--- src/rtl/gcd_iter_unit.sv ---
`default_nettype none
// +----------------------------------------------------------------------------+
// | gcd_iter_unit : iterative GCD engine (subtractive Euclid or binary Stein)   |
// | Rev 1.0 - initial release                                                   |
// +----------------------------------------------------------------------------+
module gcd_iter_unit #(
  parameter int DATA_WIDTH = 8,
  parameter int MODE       = 0,
  parameter int CNT_WIDTH  = 8
) (
  input  logic                  clk_i,
  input  logic                  nreset_i,
  input  logic                  in_valid_i,
  output logic                  in_ready_o,
  input  logic [DATA_WIDTH-1:0] operand_a_i,
  input  logic [DATA_WIDTH-1:0] operand_b_i,
  output logic                  out_valid_o,
  input  logic                  out_ready_i,
  output logic [DATA_WIDTH-1:0] gcd_o,
  output logic                  zero_o,
  output logic [CNT_WIDTH-1:0]  cycles_o
);

  localparam int c_K_WIDTH = $clog2(DATA_WIDTH + 1);

  typedef enum logic [1:0] {
    S_IDLE = 2'd0,
    S_CALC = 2'd1,
    S_DONE = 2'd2
  } state_t;

  state_t                r_state;
  logic [DATA_WIDTH-1:0] r_a;
  logic [DATA_WIDTH-1:0] r_b;
  logic [c_K_WIDTH-1:0]  r_k;
  logic [CNT_WIDTH-1:0]  r_cnt;
  logic [DATA_WIDTH-1:0] r_gcd;
  logic                  r_zero;
  logic [CNT_WIDTH-1:0]  r_cycles;
  logic                  r_in_ready;
  logic                  r_out_valid;

  logic [DATA_WIDTH-1:0] w_a_next;
  logic [DATA_WIDTH-1:0] w_b_next;
  logic [c_K_WIDTH-1:0]  w_k_next;
  logic [DATA_WIDTH-1:0] w_result;
  logic [CNT_WIDTH-1:0]  w_cnt_inc;
  logic                  w_accept;
  logic                  w_op_zero;

  assign w_cnt_inc = (&r_cnt) ? r_cnt : r_cnt + 1'b1;
  assign w_accept  = in_valid_i && r_in_ready;
  assign w_op_zero = (operand_a_i == '0) || (operand_b_i == '0);

  // One reduction step per cycle; only meaningful while a != b.
  generate
    if (MODE == 0) begin : g_euclid
      assign w_result = r_a;
      always_comb begin
        w_a_next = r_a;
        w_b_next = r_b;
        w_k_next = r_k;
        if (r_a > r_b) begin
          w_a_next = r_a - r_b;
        end else if (r_b > r_a) begin
          w_b_next = r_b - r_a;
        end
      end
    end else begin : g_stein
      assign w_result = r_a << r_k;
      always_comb begin
        w_a_next = r_a;
        w_b_next = r_b;
        w_k_next = r_k;
        if (!r_a[0] && !r_b[0]) begin
          w_a_next = r_a >> 1;
          w_b_next = r_b >> 1;
          w_k_next = r_k + 1'b1;
        end else if (!r_a[0]) begin
          w_a_next = r_a >> 1;
        end else if (!r_b[0]) begin
          w_b_next = r_b >> 1;
        end else if (r_a > r_b) begin
          w_a_next = r_a - r_b;
        end else begin
          w_b_next = r_b - r_a;
        end
      end
    end
  endgenerate

  always_ff @(posedge clk_i or negedge nreset_i) begin
    if (!nreset_i) begin
      r_state     <= S_IDLE;
      r_a         <= '0;
      r_b         <= '0;
      r_k         <= '0;
      r_cnt       <= '0;
      r_gcd       <= '0;
      r_zero      <= 1'b0;
      r_cycles    <= '0;
      r_in_ready  <= 1'b0;
      r_out_valid <= 1'b0;
    end else begin
      case (r_state)
        S_IDLE: begin
          r_in_ready <= 1'b1;
          if (w_accept) begin
            r_a        <= operand_a_i;
            r_b        <= operand_b_i;
            r_k        <= '0;
            r_cnt      <= '0;
            r_in_ready <= 1'b0;
            if (w_op_zero) begin
              r_gcd       <= operand_a_i | operand_b_i;
              r_zero      <= (operand_a_i == '0) && (operand_b_i == '0);
              r_cycles    <= '0;
              r_out_valid <= 1'b1;
              r_state     <= S_DONE;
            end else begin
              r_state <= S_CALC;
            end
          end
        end
        S_CALC: begin
          r_cnt <= w_cnt_inc;
          if (r_a == r_b) begin
            // The terminating compare cycle is counted in the reported total.
            r_gcd       <= w_result;
            r_zero      <= 1'b0;
            r_cycles    <= w_cnt_inc;
            r_out_valid <= 1'b1;
            r_state     <= S_DONE;
          end else begin
            r_a <= w_a_next;
            r_b <= w_b_next;
            r_k <= w_k_next;
          end
        end
        S_DONE: begin
          if (out_ready_i) begin
            r_out_valid <= 1'b0;
            r_in_ready  <= 1'b1;
            r_state     <= S_IDLE;
          end
        end
        default: begin
          r_in_ready  <= 1'b0;
          r_out_valid <= 1'b0;
          r_state     <= S_IDLE;
        end
      endcase
    end
  end

  assign in_ready_o  = r_in_ready;
  assign out_valid_o = r_out_valid;
  assign gcd_o       = r_gcd;
  assign zero_o      = r_zero;
  assign cycles_o    = r_cycles;

endmodule
`default_nettype wire

--- config.mk ---
export PLATFORM = sky130hd
export DESIGN_NAME = gcd_iter_unit
export DESIGN_NICKNAME = d
export VERILOG_FILES = /design/src/rtl/gcd_iter_unit.sv
export SDC_FILE = /design/constraint.sdc
export NUM_CORES = 1
export LEC_CHECK = 0
export ABC_CLOCK_PERIOD_IN_PS = 4000
export BUFFER_PORTS_ARGS = -buffer_cell sky130_fd_sc_hd__buf_4
export CORE_MARGIN = 2
export CORE_UTILIZATION = 45
export DETAILED_ROUTE_END_ITERATION = 10
export PLACE_DENSITY = 0.66
export SETUP_SLACK_MARGIN = 0.2
export SYNTH_ARGS = -nofsm -noshare
export SYNTH_HDL_FRONTEND = slang
export SYNTH_SLANG_ARGS = --single-unit
--- constraint.sdc ---
create_clock -name clk_i -period 4 [get_ports clk_i]
set_input_delay 0.8 -clock clk_i [delete_from_list [all_inputs] [get_ports clk_i]]
set_output_delay 0.8 -clock clk_i [all_outputs]
set_load 0.005 [all_outputs]
## Yosys cells after proc, flatten, opt, wreduce, memory -nomap -nowiden

Index checks and enable logic that the tools add are counted.

- Add/sub/neg operators: 3
- $lt $le $gt $ge: 2
- Equal/unequal tests: 11
- Multiplexer cells: 37
- Bitwise gates (word level): 2
- Reduce and logical (&&, ||, !) cells: 15

Operator list:

| cell | number |
|---|---|
| $mux W8 | 15 |
| $pmux W8 S2 | 5 |
| $gt A8 B8 Y1 | 2 |
| $logic_not A8 Y1 | 2 |
| $ne A2 B2 Y1 const B | 8 |
| $sub A8 B8 Y8 | 2 |
| $reduce_and A4 Y1 | 3 |
| $mux W1 | 9 |
| $add A8 B1 Y8 const B | 1 |
| $eq A8 B8 Y1 | 1 |
| $mux W2 | 4 |
| $or A8 B8 Y8 | 1 |
| $reduce_and A8 Y1 | 1 |
| $pmux W1 S3 | 2 |
| $pmux W2 S3 | 1 |
| $reduce_and A5 Y1 | 1 |
| $reduce_and A2 Y1 | 2 |
| $reduce_and A3 Y1 | 1 |
| $eq A2 B1 Y1 const B | 1 |
| $eq A2 B2 Y1 const B | 1 |
| $logic_and A1 B1 Y1 | 2 |
| $logic_not A2 Y1 | 1 |
| $pmux W1 S2 | 1 |
| $reduce_bool A2 Y1 | 1 |
| 2 further kinds | 2 |

- Flip-flop bits (word level): 45
- Input bits: 20
- Output and inout port bits: 19

## Depth between registers and ports, before layout

Gate-level depths: netlist of run 1.

- Depth after elaboration: 5
- Gate-level depth with buffers: 9
- Depth with buffers taken out: 8

## Worst setup path after synthesis of run 1

No wires, ideal clock.

- Path kind: register to register
- Start: register r_a[0]
- End: register r_b[2]
- Library setup time: 125 ps
- Data arrival time: 2,088 ps
- Data required time: 3,875 ps
- Path slack: 1,787 ps
- Stages on the path, launching flop included: 10
- Clock period less this slack: 2,213 ps
- Cell sequence: dfrtp_1 -> inv_1 -> ha_1 -> fa_1 -> nand2b_1 -> a211oi_2 -> nor3_2 -> a31o_1 -> buf_6 -> mux2_4

- Word-level cells in the longest chain between the ends: 5

RTL lines:

| item | line | text |
|---|---|---|
| start, declared | 33 | `logic [DATA_WIDTH-1:0] r_a;` |
| start signal, assigned | 109 | `r_a <= operand_a_i;` |
| start signal, assigned | 135 | `r_a <= w_a_next;` |
| $sub A8 B8 Y8 | 66 | `w_b_next = r_b - r_a;` |
| $mux W8 | 65 | `end else if (r_b > r_a) begin` |
| $mux W8 | 63 | `if (r_a > r_b) begin` |
| $mux W8 | 127 | `if (r_a == r_b) begin` |
| $pmux W8 S2 | 105 | `case (r_state)` |
| end signal, assigned | 110 | `r_b <= operand_b_i;` |
| end signal, assigned | 136 | `r_b <= w_b_next;` |
| end, declared | 34 | `logic [DATA_WIDTH-1:0] r_b;` |

Parallel ways exist; a longest one is shown, timed or not. The select of a mux whose other input is x is not followed.
A chain may end at the register's enable or synchronous reset.

## Worst setup path after layout of run 1

- Start: register r_a[5]
- End: register r_b[4]

- Word-level cells in the longest chain between the ends: 3

RTL lines:

| item | line |
|---|---|
| $gt A8 B8 Y1 (tied with other cells) | 65 |
| $ne A2 B2 Y1 (no source line) | -- |
| $reduce_and A5 Y1 (no source line) * | -- |

Every way passes the cells marked *; elsewhere a longest branch is shown, timed or not.

==> metrics, run 1 <==
ys flop type=dfrtp_1; cells taking the most area after synthesis=dfrtp_1 (36%), ha_1 (6.7%), o21ai_0 (5.4%); crit end category=flop; worst hold-check path type=flop to flop; setup ws final=1.367 ns; status=completed; most numerous cell in the Yosys netlist=dfrtp_1; Die Y=87.72 um; gr usage total=20.42%; Post-Syn Area per Cell=8.811 sq um; CP Buf/Inv Count=1; vias in the first global route=2438; CP max stage cell=ha_1; number of cell rows=30; post-place setup slack=1.336 ns; initial core utilization=46.43%; placed cells=472; fill count=644; WP data required=4.19 ns; worst endpoint data arrival time=2.82 ns; YS warnings=0; Syn Inst Count=358; CTS tree=yes; Leak=1.606 nW; clock sink count=45; top cell type's share of synthesized area=35.70%; via/cell ratio=5.577; Routed Antenna Nets=0; htree depth=2; Slew @ Worst Pin=0.6220 ns; CP Max Fanout=16; Clk Latency, worst-skew pair=0.29 ns; Tmin final=2.633 ns; fin cells=480; Yosys cell types=51; FF-to-FF setup slack=1.37 ns; Antenna diodes=0; HPWL after DPL=5455 um; Max clock buf depth=2; CTS resizes=0; highest clock rate=379.9 MHz; initial antenna violation count=0; TritonCTS Buffers=5; synth-to-layout area growth=13.33%; Mapped Nets=397; total number of vias=2677; CP delay by family, top=compound AO/OA/AOI/OAI gates; Routability Congestion=0.8363; final setup TNS=0 ns; maxcap violations=0; part of the cycle the worst path needs=65.82%; most common library cells after synthesis=dfrtp_1 (45), nand2_1 (44), o21ai_0 (34); pin count of the biggest net entering global routing=46; Slew headroom=58.53%; first-pass iteration count of the detailed router=4; I/O pin cnt=39; peak supply drop=0.0004108 V; global-route wire length before repair=12230 um; register area share after synthesis=35.70%; CP Launch Type=flop; root buffer cell=clkbuf_8; Setup CP Type=flop to flop; cell taking the most area after synthesis=dfrtp_1; final hold vios=0; synthesized flop and latch total=45; number of synthesized flops with an enable pin=0; RSZ-0062 raised after global routing=false; Post-route DRC=0; total congestion overflow=0; initial DRC count=117; die area=7695 sq um; wire length per cell=15.72 um; Critical Path Max Stage Delay=0.59 ns; Critical Path, Cell by Cell=inv_1 -> ha_1 -> nand4_2 -> a211oi_1 -> or3_1 -> a31o_1 -> mux2_4; hold buffers post-CTS=0; die width=87.72 um; share of flip-flops with an asynchronous set or reset=100.0%; Cell Area, Synth=3154 sq um; Routed WL=7546 um; clk slew on worst S/H paths=0.08 ns; Final Max Slew Viols=0; Setup violations, final=0; clock skew=0.002777 ns; share of cells above drive strength 1=18.49%; P per Cell Area=885.4 nW/um^2; setup bufs post-CTS=0; PortBufs=38; Std-Cell Core Area=6794 sq um; layout net count=423
final timing paths:
| kind | cells after the start | to | from |
|---|---|---|---|
| min in group asynchronous | 1 | cycles_o[4] | nreset_i |
| worst min-delay path | 2 | cycles_o[6] | cycles_o[6] |
| max in group asynchronous | 1 | r_state[1] | nreset_i |
| worst max-delay path | 7 | r_b[4] | r_a[5] |
| worst max register to register | 7 | r_b[4] | r_a[5] |
| worst min register to register | 2 | cycles_o[6] | cycles_o[6] |
report_power, final:
group | total (W) | internal (W) | leakage (nW) | switching, W
Combinational | 0.00203 | 0.000854 | 0.986 | 0.00118
Clock | 0.000337 | 0.000182 | 0.0540 | 0.000156
Sequential | 0.000795 | 0.000638 | 0.566 | 0.000157
Total | 0.00317 | 0.00167 | 1.61 | 0.00149
cells in the final DEF, fill, tap and decap left out, types with 6 or more instances in the layout:
cell type	count
a211oi_1	7
a21oi_1	17
buf_4	40
dfrtp_1	45
ha_1	17
inv_1	19
mux2i_1	8
nand2_1	44
nand2b_1	10
nand3_1	6
nor2_1	26
o21ai_0	34
o21ai_1	13
o31ai_1	10
or3_1	12
or4_1	6
state kept, by name (all words and copies together) (netlist names):
name         flops
cycles_o         8
gcd_o            8
in_ready_o       1
out_valid_o      1
r_a              8
r_b              8
r_cnt            8
r_state          2
zero_o           1
metal layers:
| layer | global-route usage [%] | wire length, um | up-vias |
|---|---|---|---|
| met5 | 0 | 0 | - |
| met4 | 6.014 | 101 | 0 |
| met3 | 2.922 | 306 | 9 |
| met2 | 34.64 | 3670 | 66 |
| met1 | 27.12 | 3468 | 1273 |
| li1 | - | - | 1329 |
worst register-to-register path: stages (launching register included):
cell	delay, ns
dfrtp_1	0.39
inv_1	0.06
ha_1	0.59
nand4_2	0.24
a211oi_1	0.22
or3_1	0.15
a31o_1	0.53
mux2_4	0.35
layout make-up:
type                       count  area (sq um)  share of cell area, %
multi-input combinational    272          1838                  51.42
sequential                    45          1126                  31.50
timing repair buffer          41         315.3                  8.820
tap                           96         120.1                  3.360
inverter                      19         71.32                  1.995
clock buffer                   5         68.82                  1.925
clock inverter                 2         35.03                 0.9800
cell families (layout without fill, tap and decap cells):
family / count (synthesis) / after routing / share of synthesized area, %
AOI/OAI and AO/OA: 102 / 102 / 21.34
adders and majority gates: 19 / 19 / 8.013
muxes: 18 / 18 / 6.704
xor gates and xnor gates: 4 / 4 / 1.111
and+or+nand+nor: 129 / 129 / 21.02
DFF: 45 / 45 / 35.70
buffers and inverters: 41 / 67 / 6.109
per-stage QoR:
stage,util (%),total power [W],hold WS (ns),area (sq um)
after floorplan,-,0.002363,0.4678,3154
after global placement,50.87,0.002792,0.4621,3456
after detailed placement,50.87,0.002807,0.4672,3456
after CTS,52.39,0.003161,0.4863,3560
after global routing,52.62,0.003447,0.5028,3575
final,52.62,0.003165,0.4809,3575
No activity file was read; power rests on OpenSTA's default activity.
==> run 2, diff against run 1 <==
Settings changed: ABC_AREA from default to 1, ABC_CLOCK_PERIOD_IN_PS 4000 to 2100, PLACE_DENSITY 0.66 to 0.69.
Clock period 4 ns to 2.1 ns, I/O delays scaled along.
==> run 2 against run 1 <==
Against the previous run:
- via count rose by 10%
- final area rose by 9.2%
- area after synthesis rose by 0.28%
- first-iteration DRC count rose by 62%
- utilization rose by 4.9 points
- register-to-register slack got worse by 1.2 ns
- maximum frequency rose by 35%
- global-route usage rose by 1.4 points
- critical endpoint is now r_b[7]
- largest cell class unchanged
- highest routed layer unchanged
==> metrics, run 2 <==
highest clock rate=511.5 MHz (was 379.9 MHz); WP data required=2.31 ns (was 4.19 ns); sw frac=50.76% (was 47.10%); commonest non-fill, non-tap cell in the layout=nand2_1 (was dfrtp_1); share of flip-flops with an asynchronous set or reset=100.0% (unchanged); I/O pin cnt=39 (unchanged); CP Max Fanout=7 (was 16); FF-to-FF setup slack=0.14 ns (was 1.37 ns); Post-Syn Area per Cell=7.140 sq um (was 8.811 sq um); fin cells=596 (was 480); worst hold-check path type=primary input to async pin (was flop to flop); vias in the first global route=2788 (was 2438); htree depth=2 (unchanged); final hold vios=0 (unchanged); Routability Congestion=0.9501 (was 0.8363); first-pass iteration count of the detailed router=4 (unchanged); number of synthesized flops with an enable pin=0 (unchanged); clk slew on worst S/H paths=0.10 ns (was 0.08 ns); most frequent cells in the layout=nand2_1 (138), inv_1 (65), buf_4 (56) (was dfrtp_1 (45), nand2_1 (44), buf_4 (40)); maxcap violations=0 (unchanged); via/cell ratio=4.963 (was 5.577); YS warnings=0 (unchanged); Setup violations, final=0 (unchanged); PortBufs=38 (unchanged); hold buffers post-CTS=0 (unchanged); Design Area, Final=3905 sq um (was 3575 sq um); die width=87.84 um (was 87.72 um); share of cells above drive strength 1=25.00% (was 18.49%); P per Cell Area=1877 nW/um^2 (was 885.4 nW/um^2); initial antenna violation count=0 (unchanged); Comb power frac=70.6% (was 64.2%); initial core utilization=46.56% (was 46.43%); RSZ-0062 raised after global routing=true (was false); Antenna diodes=0 (unchanged); TritonCTS Buffers=5 (unchanged); most common library cells after synthesis=nand2_1 (145), inv_1 (72), dfrtp_1 (45) (was dfrtp_1 (45), nand2_1 (44), o21ai_0 (34)); Yosys cell types=31 (was 51); die area=7716 sq um (was 7695 sq um); CP Launch Type=flop (unchanged); top cell type's share of synthesized area=35.60% (was 35.70%); Leak=2.080 nW (was 1.606 nW); Critical Path, Cell by Cell=inv_2 -> ha_2 -> fa_2 -> inv_2 -> nand3_1 -> nand2_2 -> nand2_2 -> nand2_1 -> nand3_2 -> nand2_2 -> nor2_4 -> nand2_1 -> nand2_1 (was inv_1 -> ha_1 -> nand4_2 -> a211oi_1 -> or3_1 -> a31o_1 -> mux2_4); synth-to-layout area growth=23.46% (was 13.33%); global-route wire length before repair=12970 um (was 12230 um); Routed WL=8008 um (was 7546 um); Cell Area, Synth=3163 sq um (was 3154 sq um); placed cells=576 (was 472); ys flop type=dfrtp_1 (unchanged); number of cell rows=30 (unchanged); Routed Antenna Nets=0 (unchanged); initial DRC count=190 (was 117); CTS tree=yes (unchanged); Clock Power Share=7.9% (was 10.7%); HPWL after DPL=5678 um (was 5455 um); Die Y=87.84 um (was 87.72 um); root buffer cell=clkbuf_8 (unchanged); Clk Latency, worst-skew pair=0.31 ns (was 0.29 ns); wire length per cell=13.44 um (was 15.72 um); status=completed (unchanged); cell taking the most area after synthesis=dfrtp_1 (unchanged); Seq pwr share=21.5% (was 25.1%); Tmin final=1.955 ns (was 2.633 ns); clock skew=0.008764 ns (was 0.002777 ns); Mapped Nets=482 (was 397); Max clock buf depth=2 (unchanged); worst endpoint data arrival time=2.16 ns (was 2.82 ns); Post-route DRC=0 (unchanged); Std-Cell Core Area=6794 sq um (unchanged); Syn Inst Count=443 (was 358); layout net count=538 (was 423); most numerous cell in the Yosys netlist=nand2_1 (was dfrtp_1); register area share after synthesis=35.60% (was 35.70%); total number of vias=2958 (was 2677); Slew headroom=60.51% (was 58.53%); Net Sw Power=0.003721 W (was 0.001491 W); Final Max Slew Viols=0 (unchanged); crit end category=flop (unchanged); cells taking the most area after synthesis=dfrtp_1 (36%), nand2_1 (17%), inv_1 (8.5%) (was dfrtp_1 (36%), ha_1 (6.7%), o21ai_0 (5.4%)); Slew @ Worst Pin=0.5923 ns (was 0.6220 ns); peak supply drop=0.0007249 V (was 0.0004108 V); clock sink count=45 (unchanged); Critical Path Max Stage Delay=0.41 ns (was 0.59 ns); part of the cycle the worst path needs=93.10% (was 65.82%); total congestion overflow=0 (unchanged); Setup CP Type=flop to flop (unchanged); pin count of the biggest net entering global routing=46 (unchanged); CP max stage cell=dfrtp_1 (was ha_1); Placement Cell Area=3552 sq um (was 3456 sq um); gr usage total=21.78% (was 20.42%); synthesized flop and latch total=45 (unchanged); internal power=0.003610 W (was 0.001674 W)
[run 2: repair_timing]
action	4_1_cts	5_1_grt
hold endpoints to repair	0	0
pin swaps	9	13
gates cloned	1	2
gates resized for setup	24	17
setup buffers	3	6
setup endpoints to repair	31	35
[run 2: power by group through the flow]
| stage | sequential, W | clock [W] | combinational (W) |
|---|---|---|---|
| global route | 0.00162 | 0.000627 | 0.00581 |
| finish | 0.00157 | 0.000582 | 0.00518 |
| CTS | 0.00156 | 0.000597 | 0.00472 |
| global placement | 0.00155 | 0 | 0.00427 |
| floorplan | 0.00153 | 0 | 0.00329 |
| detailed placement | 0.00156 | 0 | 0.00435 |
[run 2: logic make-up (layout without fill, tap and decap cells)]
group           Yosys count  after routing  share of synthesized area, %
fa+ha+maj                19             19                         7.990
buf+inv                  86            143                         12.18
xor+xnor                  2              2                        0.5539
compound gates           69             69                         12.54
flops                    45             45                         35.60
simple gates            222            222                         31.13
[run 2: worst paths after layout]
path	startpoint	endpoint	cells after the start
max in group asynchronous	nreset_i	r_a[7]	1
setup / recovery	r_a[0]	r_b[7]	13
min in group clk_i	out_ready_i	r_state[1]	4
hold / removal	nreset_i	gcd_o[6]	1
hold reg to reg	zero_o	zero_o	2
setup reg to reg	r_a[0]	r_b[7]	13
[run 2: layout make-up]
cell class,count,area (sq um)
inverters,75,289.0
flip-flops and latches,45,1126
multi-input cells,312,1788
well taps,96,120.1
repair inverters,1,11.26
repair buffers,59,476.7
clock inverters,3,25.02
fillers,637,2889
clock buffers,5,68.82
[run 2: worst max-delay path, delay by kind of cell (launching register included)]
family                   cells  cell delay [ns]
AND/OR/NAND/NOR              9             0.73
adder cells (fa/ha/maj)      2             0.55
flip-flops                   1             0.41
buffers and inverters        2             0.14
[run 2: through the flow]
stage,hold WS [ns],worst slack [ns],total power (W),setup TNS [ns],util (%)
after detailed placement,0.4663,-0.1146,0.005910,-0.6133,52.28
after floorplan,0.1244,0.2454,0.004826,0,-
final,0.1091,0.1449,0.007330,0,57.48
after CTS,0.1222,0.1199,0.006881,0,55.38
after global placement,0.4660,-0.08277,0.005816,-0.3780,52.28
after global routing,0.1397,-0.01377,0.008058,-0.01387,57.48
[run 2: metal layers]
layer  track usage (%)  part of all wire, %  routed length [um]  up-vias
li1                  -                    -                   -     1502
met4             7.692                  1.7                 137        0
met5                 0                    0                   0        -
met2             33.75                   46                3676       76
met1             30.31                   47                3800     1369
met3             4.430                  4.9                 392       11
==> run 3, diff against run 2 <==
Settings changed: SETUP_SLACK_MARGIN 0.2 to 0.02.
==> run 3 against run 2 <==
Against the previous run:
- flip-flop and latch count stayed put
- sequential power hardly changed
- utilization is 2.1 points lower
- final area is 3.6% lower
- critical path type unchanged
==> metrics, run 3 (synthesis results as in run 2) <==
Tmin final=1.949 ns (was 1.955 ns); most frequent cells in the layout=nand2_1 (140), inv_1 (68), buf_4 (52) (was nand2_1 (138), inv_1 (65), buf_4 (56)); Die Y=87.84 um (unchanged); worst endpoint data arrival time=2.19 ns (was 2.16 ns); clock skew=0.009230 ns (was 0.008764 ns); initial core utilization=46.56% (unchanged); PortBufs=38 (unchanged); Setup violations, final=0 (unchanged); post-place setup slack=-0.1146 ns (unchanged); vias in the first global route=2748 (was 2788); first-pass iteration count of the detailed router=4 (unchanged); global-route wire length before repair=12700 um (was 12970 um); clock sink count=45 (unchanged); CP Launch Type=flop (unchanged); Design Area, Final=3765 sq um (was 3905 sq um); P per Cell Area=1827 nW/um^2 (was 1877 nW/um^2); Final Max Slew Viols=0 (unchanged); Routability Congestion=0.9501 (unchanged); Leak=2.033 nW (was 2.080 nW); RSZ-0062 raised after global routing=true (unchanged); CTS tree=yes (unchanged); Slew @ Worst Pin=0.5943 ns (was 0.5923 ns); Clk Latency, worst-skew pair=0.31 ns (about the same); Std-Cell Core Area=6794 sq um (unchanged); part of the cycle the worst path needs=92.81% (was 93.10%); initial DRC count=233 (was 190); via/cell ratio=4.919 (was 4.963); share of cells above drive strength 1=21.91% (was 25.00%); setup ws final=0.1509 ns (was 0.1449 ns); Post-route DRC=0 (unchanged); total number of vias=2897 (was 2958); Slew headroom=60.38% (was 60.51%); Setup CP Type=flop to flop (unchanged); Placement Cell Area=3552 sq um (unchanged); final setup TNS=0 ns (unchanged); synth-to-layout area growth=19.03% (was 23.46%); fill count=647 (was 637); WP data required=2.34 ns (was 2.31 ns); status=completed (unchanged); total congestion overflow=0 (unchanged); wire length per cell=12.87 um (was 13.44 um); die area=7716 sq um (unchanged); HPWL after DPL=5678 um (unchanged); commonest non-fill, non-tap cell in the layout=nand2_1 (unchanged); final hold vios=0 (unchanged); initial antenna violation count=0 (unchanged); I/O pin cnt=39 (unchanged); CP Max Fanout=12 (was 7); Antenna diodes=0 (unchanged); TritonCTS Buffers=5 (unchanged); die width=87.84 um (unchanged); maxcap violations=0 (unchanged); gr usage total=21.23% (was 21.78%); root buffer cell=clkbuf_8 (unchanged); worst hold slack=0.1123 ns (was 0.1091 ns); pin count of the biggest net entering global routing=46 (unchanged); peak supply drop=0.0006803 V (was 0.0007249 V); Routed WL=7579 um (was 8008 um); number of cell rows=30 (unchanged); Routed Antenna Nets=0 (unchanged); layout net count=531 (was 538); worst hold-check path type=primary input to async pin (unchanged); hold buffers post-CTS=0 (unchanged); crit end category=flop (unchanged); highest clock rate=513.1 MHz (was 511.5 MHz); htree depth=2 (unchanged); PnR Total Power=0.006878 W (was 0.007330 W); Max clock buf depth=2 (unchanged); clk slew on worst S/H paths=0.09 ns (was 0.10 ns)
[run 3: timing repair]
item | CTS | global route
pin swaps | 1 | 9
gates resized for setup | 5 | 20
endpoints found under the setup margin | 15 | 28
setup buffers | 0 | 5
hold endpoints to repair | 0 | 0
[run 3: worst paths after layout]
| path | startpoint | slack [ns] | endpoint | cells after the start |
|---|---|---|---|---|
| worst min-delay path | nreset_i | 0.11 | r_b[3] | 1 |
| worst max register to register | r_a[0] | 0.15 | r_a[5] | 12 |
| worst min register to register | zero_o | 0.49 | zero_o | 2 |
| max in group asynchronous | nreset_i | 1.59 | r_a[7] | 1 |
| worst max-delay path | r_a[0] | 0.15 | r_a[5] | 12 |
| min in group clk_i | out_ready_i | 0.42 | r_state[1] | 4 |
[run 3: report_power, final]
part           total, W  internal [W]  switching (W)
clock network  0.000577      0.000241       0.000337
logic           0.00475       0.00184        0.00291
registers       0.00155       0.00127       0.000276
[run 3: per-layer routing]
| metal | GRT usage, % | up-vias | wire length, um |
|---|---|---|---|
| li1 | - | 1492 | - |
| met1 | 30.01 | 1323 | 3621 |
| met2 | 32.02 | 71 | 3400 |
| met3 | 4.524 | 11 | 418 |
| met4 | 7.832 | 0 | 139 |
| met5 | 0 | - | 0 |
[run 3: area by class of cell]
cell class	count	area [sq um]	area share, %
Clock buffer	5	68.82	1.828
Clock inverter	3	25.02	0.6647
Inverter	75	286.5	7.611
Multi-Input combinational cell	312	1728	45.90
Sequential cell	45	1126	29.91
Tap cell	96	120.1	3.190
Timing Repair Buffer	53	410.4	10.90
[run 3: worst max-delay path, stage by stage (launching register included)]
cell and delay [ns]:
dfrtp_1 0.41, inv_2 0.07, ha_2 0.21, fa_2 0.34
inv_2 0.07, nand3_1 0.07, nand2_2 0.09, nand2_1 0.09
nand3_2 0.12, nand2_4 0.08, inv_6 0.14, nor2_1 0.06
nor2_1 0.11
[run 3: per-stage QoR]
step | std cells | utilization (%)
after global placement | 576 | 52.28
after global routing | 589 | 55.41
after floorplan | 443 | -
after detailed placement | 576 | 52.28
after CTS | 584 | 53.89
final | 589 | 55.41
